<file path="src/rtl/pipe_stage_reg_pkg.sv">
// rtl/pipe_stage_reg_pkg.sv - shared pipeline constants, exception codes and stage action type
package pipe_stage_reg_pkg;

    // Exception code width and the "no exception" code.
    localparam int              EXC_W      = 5;
    localparam logic [EXC_W-1:0] EXC_NONE  = '0;

    // PC loaded when an exception/interrupt request flushes the pipe.
    localparam logic [31:0]     HANDLER_PC = 32'h0000_4180;

    // Stall behaviour encodings.
    localparam int              STALL_HOLD   = 0;
    localparam int              STALL_BUBBLE = 1;

    // Exception codes carried down the pipe (MIPS-style cause values).
    typedef enum logic [EXC_W-1:0] {
        EXC_CODE_NONE = 5'd0,
        EXC_ADEL      = 5'd4,
        EXC_ADES      = 5'd5,
        EXC_SYS       = 5'd8,
        EXC_BP        = 5'd9,
        EXC_RI        = 5'd10,
        EXC_OV        = 5'd12
    } exc_code_e;

    // The single action a stage register takes on a clock edge (reset handled separately).
    typedef enum logic [1:0] {
        ACT_REQ,
        ACT_FLUSH,
        ACT_STALL,
        ACT_ADVANCE
    } stage_act_e;

endpackage

</file>
<file path="src/rtl/pipe_stage_reg_if.sv">
// rtl/pipe_stage_reg_if.sv - data-in / registered-out bundle of one pipeline stage register
interface pipe_stage_reg_if #(
    parameter int PAYLOAD_W = 128,
    parameter int EXC_W     = 5,
    parameter int CNT_W     = 16
);
    logic                 in_valid;
    logic [31:0]          in_pc;
    logic                 in_bd;
    logic [EXC_W-1:0]     in_exc_prev;
    logic [EXC_W-1:0]     in_exc_local;
    logic [PAYLOAD_W-1:0] in_payload;

    logic                 out_valid;
    logic [31:0]          out_pc;
    logic                 out_bd;
    logic [EXC_W-1:0]     out_exc;
    logic [PAYLOAD_W-1:0] out_payload;
    logic [CNT_W-1:0]     bubble_cnt;

    // Upstream stage drives the in_* fields and observes the outputs.
    modport master (
        output in_valid, in_pc, in_bd, in_exc_prev, in_exc_local, in_payload,
        input  out_valid, out_pc, out_bd, out_exc, out_payload, bubble_cnt
    );

    // The stage register itself.
    modport slave (
        input  in_valid, in_pc, in_bd, in_exc_prev, in_exc_local, in_payload,
        output out_valid, out_pc, out_bd, out_exc, out_payload, bubble_cnt
    );
endinterface

</file>
<file path="src/rtl/pipe_stage_reg_exc_merge.sv">
// rtl/pipe_stage_reg_exc_merge.sv - oldest-exception-wins merge shared by all stage registers
module exc_merge import pipe_stage_reg_pkg::*; #(
    parameter int EXC_W = pipe_stage_reg_pkg::EXC_W
) (
    input  logic             valid_i,
    input  logic [EXC_W-1:0] exc_prev_i,
    input  logic [EXC_W-1:0] exc_local_i,
    output logic [EXC_W-1:0] exc_o
);
    // An exception from further upstream is older, so it beats the local one;
    // an invalid slot never carries an exception ('0 is the "none" code at any width).
    always_comb begin
        exc_o = '0;
        if (valid_i) begin
            exc_o = (exc_prev_i != '0) ? exc_prev_i : exc_local_i;
        end
    end
endmodule

</file>
<file path="src/rtl/pipe_stage_reg.sv">
// rtl/pipe_stage_reg.sv - pipeline stage register with req/flush/stall handling and bubble counter
module pipe_stage_reg import pipe_stage_reg_pkg::*; #(
    parameter int          PAYLOAD_W  = 128,
    parameter int          EXC_W      = pipe_stage_reg_pkg::EXC_W,
    parameter logic [31:0] HANDLER_PC = pipe_stage_reg_pkg::HANDLER_PC,
    parameter int          STALL_MODE = STALL_HOLD,
    parameter int          CNT_W      = 16
) (
    input  logic           clk,
    input  logic           reset,
    input  logic           req,
    input  logic           flush,
    input  logic           stall,
    pipe_stage_reg_if.slave sif
);
    // Registered state; initialisers give all-zero outputs from time zero.
    logic                 valid_q   = 1'b0;
    logic [31:0]          pc_q      = '0;
    logic                 bd_q      = 1'b0;
    logic [EXC_W-1:0]     exc_q     = '0;
    logic [PAYLOAD_W-1:0] payload_q = '0;
    logic [CNT_W-1:0]     cnt_q     = '0;

    logic                 valid_d;
    logic [31:0]          pc_d;
    logic                 bd_d;
    logic [EXC_W-1:0]     exc_d;
    logic [PAYLOAD_W-1:0] payload_d;
    logic [CNT_W-1:0]     cnt_d;

    stage_act_e           act;
    logic                 bubble;
    logic [EXC_W-1:0]     merged_exc;

    exc_merge #(
        .EXC_W (EXC_W)
    ) u_exc_merge (
        .valid_i     (sif.in_valid),
        .exc_prev_i  (sif.in_exc_prev),
        .exc_local_i (sif.in_exc_local),
        .exc_o       (merged_exc)
    );

    // Pick the one action for this edge: req > flush > stall > advance.
    always_comb begin
        act = ACT_ADVANCE;
        if (req) begin
            act = ACT_REQ;
        end else if (flush) begin
            act = ACT_FLUSH;
        end else if (stall) begin
            act = ACT_STALL;
        end
    end

    // Next-state contents and bubble accounting for the selected action.
    always_comb begin
        valid_d   = valid_q;
        pc_d      = pc_q;
        bd_d      = bd_q;
        exc_d     = exc_q;
        payload_d = payload_q;
        bubble    = 1'b0;
        case (act)
            ACT_REQ: begin
                valid_d   = 1'b0;
                pc_d      = HANDLER_PC;
                bd_d      = 1'b0;
                exc_d     = '0;
                payload_d = '0;
            end
            ACT_FLUSH: begin
                valid_d   = 1'b0;
                pc_d      = sif.in_pc;
                bd_d      = 1'b0;
                exc_d     = '0;
                payload_d = '0;
                bubble    = 1'b1;
            end
            ACT_STALL: begin
                // In bubble mode the PC/BD still track the input so an interrupt
                // landing on the bubble reports the right EPC and delay-slot bit.
                if (STALL_MODE == STALL_BUBBLE) begin
                    valid_d   = 1'b0;
                    pc_d      = sif.in_pc;
                    bd_d      = sif.in_bd;
                    exc_d     = '0;
                    payload_d = '0;
                    bubble    = 1'b1;
                end
            end
            ACT_ADVANCE: begin
                valid_d   = sif.in_valid;
                pc_d      = sif.in_pc;
                bd_d      = sif.in_bd;
                exc_d     = merged_exc;
                payload_d = sif.in_payload;
                bubble    = ~sif.in_valid;
            end
            default: begin
            end
        endcase
        cnt_d = cnt_q;
        if (bubble && (cnt_q != {CNT_W{1'b1}})) begin
            cnt_d = cnt_q + 1'b1;
        end
    end

    // State register; reset overrides every other action.
    always_ff @(posedge clk) begin
        if (reset) begin
            valid_q   <= 1'b0;
            pc_q      <= '0;
            bd_q      <= 1'b0;
            exc_q     <= '0;
            payload_q <= '0;
            cnt_q     <= '0;
        end else begin
            valid_q   <= valid_d;
            pc_q      <= pc_d;
            bd_q      <= bd_d;
            exc_q     <= exc_d;
            payload_q <= payload_d;
            cnt_q     <= cnt_d;
        end
    end

    assign sif.out_valid   = valid_q;
    assign sif.out_pc      = pc_q;
    assign sif.out_bd      = bd_q;
    assign sif.out_exc     = exc_q;
    assign sif.out_payload = payload_q;
    assign sif.bubble_cnt  = cnt_q;

endmodule

</file>
<file path="src/flat_wrapper.sv">
// flat-port wrapper written by rule: the top's interface ports become plain ports
module pipe_stage_reg_flat import pipe_stage_reg_pkg::*;
#(
    parameter int          PAYLOAD_W  = 128,
    parameter int          EXC_W      = pipe_stage_reg_pkg::EXC_W,
    parameter logic [31:0] HANDLER_PC = pipe_stage_reg_pkg::HANDLER_PC,
    parameter int          STALL_MODE = STALL_HOLD,
    parameter int          CNT_W      = 16
)
  (clk, reset, req, flush, stall, sif_in_valid, sif_in_pc, sif_in_bd, sif_in_exc_prev, sif_in_exc_local, sif_in_payload, sif_out_valid, sif_out_pc, sif_out_bd, sif_out_exc, sif_out_payload, sif_bubble_cnt);
  pipe_stage_reg_if #(.PAYLOAD_W(PAYLOAD_W), .EXC_W(EXC_W), .CNT_W(CNT_W)) sif_i ();
  input  logic clk;
  input  logic reset;
  input  logic req;
  input  logic flush;
  input  logic stall;
  input wire logic [$bits(sif_i.in_valid)-1:0] sif_in_valid;
  input wire logic [$bits(sif_i.in_pc)-1:0] sif_in_pc;
  input wire logic [$bits(sif_i.in_bd)-1:0] sif_in_bd;
  input wire logic [$bits(sif_i.in_exc_prev)-1:0] sif_in_exc_prev;
  input wire logic [$bits(sif_i.in_exc_local)-1:0] sif_in_exc_local;
  input wire logic [$bits(sif_i.in_payload)-1:0] sif_in_payload;
  output wire logic [$bits(sif_i.out_valid)-1:0] sif_out_valid;
  output wire logic [$bits(sif_i.out_pc)-1:0] sif_out_pc;
  output wire logic [$bits(sif_i.out_bd)-1:0] sif_out_bd;
  output wire logic [$bits(sif_i.out_exc)-1:0] sif_out_exc;
  output wire logic [$bits(sif_i.out_payload)-1:0] sif_out_payload;
  output wire logic [$bits(sif_i.bubble_cnt)-1:0] sif_bubble_cnt;
  assign sif_i.in_valid = sif_in_valid;
  assign sif_i.in_pc = sif_in_pc;
  assign sif_i.in_bd = sif_in_bd;
  assign sif_i.in_exc_prev = sif_in_exc_prev;
  assign sif_i.in_exc_local = sif_in_exc_local;
  assign sif_i.in_payload = sif_in_payload;
  assign sif_out_valid = sif_i.out_valid;
  assign sif_out_pc = sif_i.out_pc;
  assign sif_out_bd = sif_i.out_bd;
  assign sif_out_exc = sif_i.out_exc;
  assign sif_out_payload = sif_i.out_payload;
  assign sif_bubble_cnt = sif_i.bubble_cnt;
  pipe_stage_reg #(.PAYLOAD_W(PAYLOAD_W), .EXC_W(EXC_W), .HANDLER_PC(HANDLER_PC), .STALL_MODE(STALL_MODE), .CNT_W(CNT_W)) u_core (.clk(clk), .reset(reset), .req(req), .flush(flush), .stall(stall), .sif(sif_i));
endmodule
</file>
<file path="config.mk">
export PLATFORM = sky130hd
export DESIGN_NAME = pipe_stage_reg_flat
export DESIGN_NICKNAME = d
export VERILOG_FILES = /design/src/rtl/pipe_stage_reg_pkg.sv /design/src/rtl/pipe_stage_reg_if.sv /design/src/rtl/pipe_stage_reg_exc_merge.sv /design/src/rtl/pipe_stage_reg.sv /design/src/flat_wrapper.sv
export SDC_FILE = /design/constraint.sdc
export NUM_CORES = 1
export LEC_CHECK = 0
export ABC_AREA = 1
export BUFFER_PORTS_ARGS = -buffer_cell sky130_fd_sc_hd__buf_4
export CAP_MARGIN = 20
export CORE_AREA = 4 4 140 142
export CTS_BUF_LIST = sky130_fd_sc_hd__clkbuf_2
export DETAILED_ROUTE_END_ITERATION = 6
export DIE_AREA = 0 0 144 146
export GPL_TIMING_DRIVEN = 0
export MAX_ROUTING_LAYER = met4
export PLACE_DENSITY = 0.75
export SLEW_MARGIN = 20
export SYNTH_ARGS = -nofsm -noshare
export SYNTH_HDL_FRONTEND = slang
export SYNTH_SLANG_ARGS = --single-unit
</file>
<file path="constraint.sdc">
create_clock -name clk -period 3 [get_ports clk]
set_input_delay 0.3 -clock clk [delete_from_list [all_inputs] [get_ports clk]]
set_output_delay 0.3 -clock clk [all_outputs]
set_load 0.1 [all_outputs]
</file>
After elaboration in Yosys (flattened, before gate mapping):

Cells that the tools add are included.

* add/sub/neg operators: 1
* equal/unequal tests: 3
* muxes and demuxes: 11
* bitwise operators: 1
* reductions and logical operators: 7

Operators with widths (count)
* $pmux 128 s2: 1
* $pmux 32 s2: 1
* $add 16x1->16 const B: 1
* $ne 16x16->1 const B: 1
* $mux 5: 2
* $pmux 5 s2: 1
* $pmux 1 s2: 3
* $reduce_bool 5->1: 1
* $mux 2: 2
* $reduce_bool 2->1: 2
* $reduce_or 2->1: 2
* $eq 2x1->1 const B: 1
* $eq 2x2->1 const B: 1
* $logic_not 2->1: 1
* $logic_and 1x1->1: 1
* $mux 1: 1
* $not 1->1: 1

* bits in registers: 183
* bits of input ports: 177
* output and inout port bits: 183

Depth between registers and ports, before layout:

* word-level depth: 6
* gate-level depth with buffers: 10
* mapped depth without buffers: 10

Modules after synthesis:

From an unflattened synthesis, not the netlist that was laid out.

* cells, all modules: 908
* area total of the unflattened synthesis: 6989.2 um^2

By module, submodules not included
* pipe_stage_reg: times used 1, cells each 886, area each 6882.9 um^2, seq. area each 3663.5 um^2
* exc_merge: times used 1, cells each 22, area each 106.4 um^2, seq. area each 0.0 um^2

Least setup slack after synthesis:

Ideal clock, no wire load.

* path kind: flip-flop to flip-flop
* start point: register u_core.cnt_q[0], in the netlist u_core.sif.bubble_cnt[0]
* end point: register u_core.cnt_q[0], in the netlist u_core.sif.bubble_cnt[0]
* arrival: 2.106 ns
* data required time: 2.883 ns
* setup slack: 0.777 ns
* cell stages (with the launch flop): 10
* buffers on the path: 1
* cell sequence: dfxtp_1 > ha_1 > inv_1 > nor2_2 > nand2_2 > nor2_2 > nor2_4 > buf_6 > nor2_1 > nor2_1

* word-level cells in the longest chain between the ends: 2

Ends and longest elaborated chain
* start: declaration: line pipe_stage_reg.sv:22 `logic [CNT_W-1:0] cnt_q = '0;`
* start signal: assignment: line pipe_stage_reg.sv:124 `cnt_q <= cnt_d;`
* branches (longest 2 deep; another with $add 16x1->16)

Several ways; the timed one is not identified.
A chain may end at the register's enable or synchronous reset.

Worst setup path after layout:

* start point: input port sif_in_exc_prev[1]
* end point: register u_core.exc_q[4], in the netlist u_core.sif.out_exc[4]

* word-level cells in the longest chain between the ends: 4

Ends and longest elaborated chain
* start: declaration: line flat_wrapper.sv:20 `input wire logic [$bits(sif_i.in_exc_prev)-1:0] sif_in_exc_prev;`
* $reduce_bool 5->1: line pipe_stage_reg_exc_merge.sv:15 `exc_o = (exc_prev_i != '0) ? exc_prev_i : exc_local_i;`
* $mux 5: line pipe_stage_reg_exc_merge.sv:15
* $mux 5: line pipe_stage_reg_exc_merge.sv:14 `if (valid_i) begin`
* $pmux 5 s2: line pipe_stage_reg.sv:64 `case (act)`
* end signal: assignment: line pipe_stage_reg.sv:115 `exc_q <= '0;`
* end signal: assignment: line pipe_stage_reg.sv:122 `exc_q <= exc_d;`
* end: declaration: line pipe_stage_reg.sv:20 `logic [EXC_W-1:0] exc_q = '0;`

Every way passes these cells.

==> flow_metrics.py <==
metrics = {
    "placed_design": {
        "post-dp-hpwl_mm": 18.2,
        "gp_congestion": 0.869,
        "port-buffer-count": 359,
    },
    "setup_path": {
        "worstPathRequired_ps": 3680,
        "critPathKind": "in2reg",
        "start_kind": "input pin",
        "cpMostUsedCell": "dlygate4sd3_1",
        "reg2reg_slack_ps": 800,
        "rr_endpoint": "u_core.sif.bubble_cnt[12]$_SDFFE_PP0P_",
        "rr_worst_depth": 9,
        "critPathMaxStageDelay_ps": 590,
        "critical_path.max_fanout": 5,
        "cp_num_buf_inv": 4,
        "slowest_stage": "dlygate4sd3_1",
        "reg2reg_from": "u_core.sif.bubble_cnt[12]$_SDFFE_PP0P_",
        "worstPathArrival_ps": 2930,
        "path_depth": 9,
        "path_cells": "dlygate4sd3_1 -> buf_4 -> nor2_1 -> nand4_1 -> o21ai_0 -> dlygate4sd3_1 -> nand2_1 -> dlygate4sd3_1 -> a21oi_1",
        "timing.critical_path.to_type": "flop",
        "cp_top_family": "buffers and inverters",
    },
    "timing": {
        "tightestPinTransition_ps": 747,
        "report.final.slew_viol_count": 0,
        "relSlewSlack_pct": 50.2,
        "skew_ps": 20.6,
        "timing.fmax_mhz": 444,
        "hold_viol": 0,
        "hold_slack_ps": 112,
        "rsz0062_at_grt": "false",
        "fin_crit_ps": 2250,
        "report.final.setup_viol": 0,
        "post-route-period-util_pct": 75.0,
        "fin_setup_tns_ps": 0,
    },
    "route": {
        "drtAntennaViolNets": 0,
        "route.detailed.drc": 0,
        "avgViaCountPerCell": 4.85,
        "drt_iter0_drc": 446,
        "dr.pass1.iters": 5,
        "vias": 8243,
        "routed_wl_mm": 27.6,
        "post_drt_wl_per_cell_um": 16.2,
    },
    "power_and_ir_drop": {
        "p_leak_uw": 0.00518,
        "ir_drop_mv": 0.220,
        "pwr_density_cell_nw_per_um2": 439,
        "total_power_uw": 5220,
    },
    "synth": {
        "syn-num-nets": 1068,
        "syn_area_um2": 6770,
        "seq_area_frac_synth_pct": 54.1,
        "ys_seq_elements": 183,
        "synth_top_area_share_pct": 54.1,
        "synth_cell_types": 25,
        "synth_top_family_by_area": "simple AND/OR/NAND/NOR gates",
        "synthMuxAreaShare_pct": 0,
        "yosys.area.top_type": "dfxtp_1",
        "synth-adder-area-share_pct": 0.185,
        "synth_compound_area_share_pct": 14.4,
        "yosysWarnings": 0,
        "synth_xor_area_share_pct": 0.776,
        "syn_inst": 890,
        "synth-simple-area-share_pct": 24.8,
        "synthTopCellsByArea": "dfxtp_1 54%, nand2_1 21%, a21oi_1 13%, nor2_1 1.6%, buf_2 1.5%",
        "post_synth.cell_area_avg_um2": 7.61,
    },
    "global_route": {
        "grt_pass1_wl_mm": 42.0,
        "grt_antenna_before_repair": 1,
        "grt_max_degree": 18,
        "grt_overflow": 0,
        "track_usage_pct": 25.8,
        "first_global_vias": 8397,
    },
    "hold_path": {
        "min_from": "flush",
        "worstHoldEndpoint": "u_core.sif.out_payload[121]$_SDFFE_PP0P_",
        "min_path_cells": 7,
        "hp-class": "in2reg",
    },
    "cts": {
        "cts_setup_buffers": 0,
        "clock_latency_ps": 740,
        "clockBufferDepth": 2,
        "numClockSinks": 183,
        "ctsRootBufferMaster": "clkbuf_2",
        "clk_pin_slew_ps": 250,
        "cts_tree": "built",
        "cts_made_buffers": 17,
        "cts_max_level": 4,
    },
    "layout": {
        "fin_util_pct": 64.4,
        "drive_gt1_share_pct": 30.2,
        "final_cell_mix": "379 x nand2_1, 372 x buf_4, 185 x dlygate4sd3_1, 183 x dfxtp_1, 172 x a21oi_1",
        "num-fill-cells": 1443,
        "fin_nets": 1631,
        "area_delta_synth_final_pct": 75.5,
        "layout_commonest_cell": "nand2_1",
    },
    "die": {
        "die_w_um": 144,
        "num_rows": 50,
        "pin_count": 360,
        "initial_utilization_pct": 36.7,
        "dieArea_um2": 21000,
        "die_h_um": 146,
        "coreArea_um2": 18500,
    },
    "run": {
        "maxCapViolations": 0,
    },
    "status": {
        "status": "completed",
    },
}
synth_stat cells:
cell type and instances:
o21ai_2 1, nor2_2 3, o21ai_0 7, a21oi_2 4, buf_6 2, buf_2 20
xor2_1 3, xnor2_1 3, inv_1 21, nand4_1 6, buf_4 13, nand3_1 10
dfxtp_1 183, inv_2 3, nand2_2 4, nand3b_1 1, clkbuf_1 20, ha_1 1
nor2_4 1, nor2_1 28, o221a_2 3, a21oi_1 172, buf_1 1, clkinv_1 1
nand2_1 379
cell type report:
type                       instances  area [um^2]  area share (%)
multi-input combinational        626         2720            22.9
timing repair buffer             544         4550            38.3
antenna                            1         2.50          0.0211
clock inverter                    14          184            1.55
buffer                            56          299            2.52
clock buffer                      17         85.1           0.716
sequential                       183         3660            30.8
tap                              234          293            2.46
inverter                          25         93.8           0.790
how the worst max path moves through the flow:
stage,startpoint,endpoint
after floorplan,u_core.sif.bubble_cnt[0]$_SDFFE_PP0P_,u_core.sif.bubble_cnt[0]$_SDFFE_PP0P_
final,sif_in_exc_prev[1],u_core.sif.out_exc[4]$_SDFFE_PP0P_
after detailed placement,reset,u_core.sif.out_pc[1]$_SDFFE_PP0P_
after global routing,u_core.sif.bubble_cnt[12]$_SDFFE_PP0P_,u_core.sif.bubble_cnt[12]$_SDFFE_PP0P_
after global placement,reset,u_core.sif.out_pc[4]$_SDFFE_PP0P_
after CTS,u_core.sif.bubble_cnt[12]$_SDFFE_PP0P_,u_core.sif.bubble_cnt[12]$_SDFFE_PP0P_
tightest hold or removal path, delay by kind of cell:
| kind | cells | cell delay [ps] |
|---|---|---|
| compound gates | 1 | 50 |
| buf+inv | 4 | 330 |
| simple gates | 2 | 140 |
report_power, final:
group | internal, uW | switching [uW] | total [uW]
clock | 489 | 926 | 1410
sequential | 2510 | 40.5 | 2550
combinational | 456 | 799 | 1260
total | 3450 | 1770 | 5220
stage by stage:
step	instances	cell area, um^2	setup WS, ps
CTS	1699	11900	789
global placement	1483	9760	1250
detailed placement	1483	9760	1210
finish	1700	11900	750
floorplan	890	6770	777
global route	1700	11900	581
registers in the layout (all words and copies together) (netlist names):
name / count
u_core.sif.out_exc: 5
u_core.sif.out_payload: 128
u_core.sif.out_pc: 32
u_core.sif.out_valid: 1
u_core.sif.out_bd: 1
u_core.sif.bubble_cnt: 16
logic make-up after synthesis:
group,Yosys count
AND/OR/NAND/NOR,432
AO/OA/AOI/OAI,187
flip-flops,183
buffers and inverters,81
XOR/XNOR,6
adder cells (fa/ha/maj),1
per-layer routing:
layer / part of all wire [%] / vias up / GRT usage [%]
li1: - / 3976 / -
met1: 38 / 3756 / 28.1
met2: 49 / 411 / 42.1
met3: 8.0 / 100 / 6.64
met5: 0 / - / -
met4: 5.4 / 0 / 14.8
repair_timing:
action / 4_1_cts / 5_1_grt
hold buffers: 185 / 0
endpoints found under the hold margin: 173 / 0
resized for setup: 0 / 0
(Power assumes the default switching activity.)
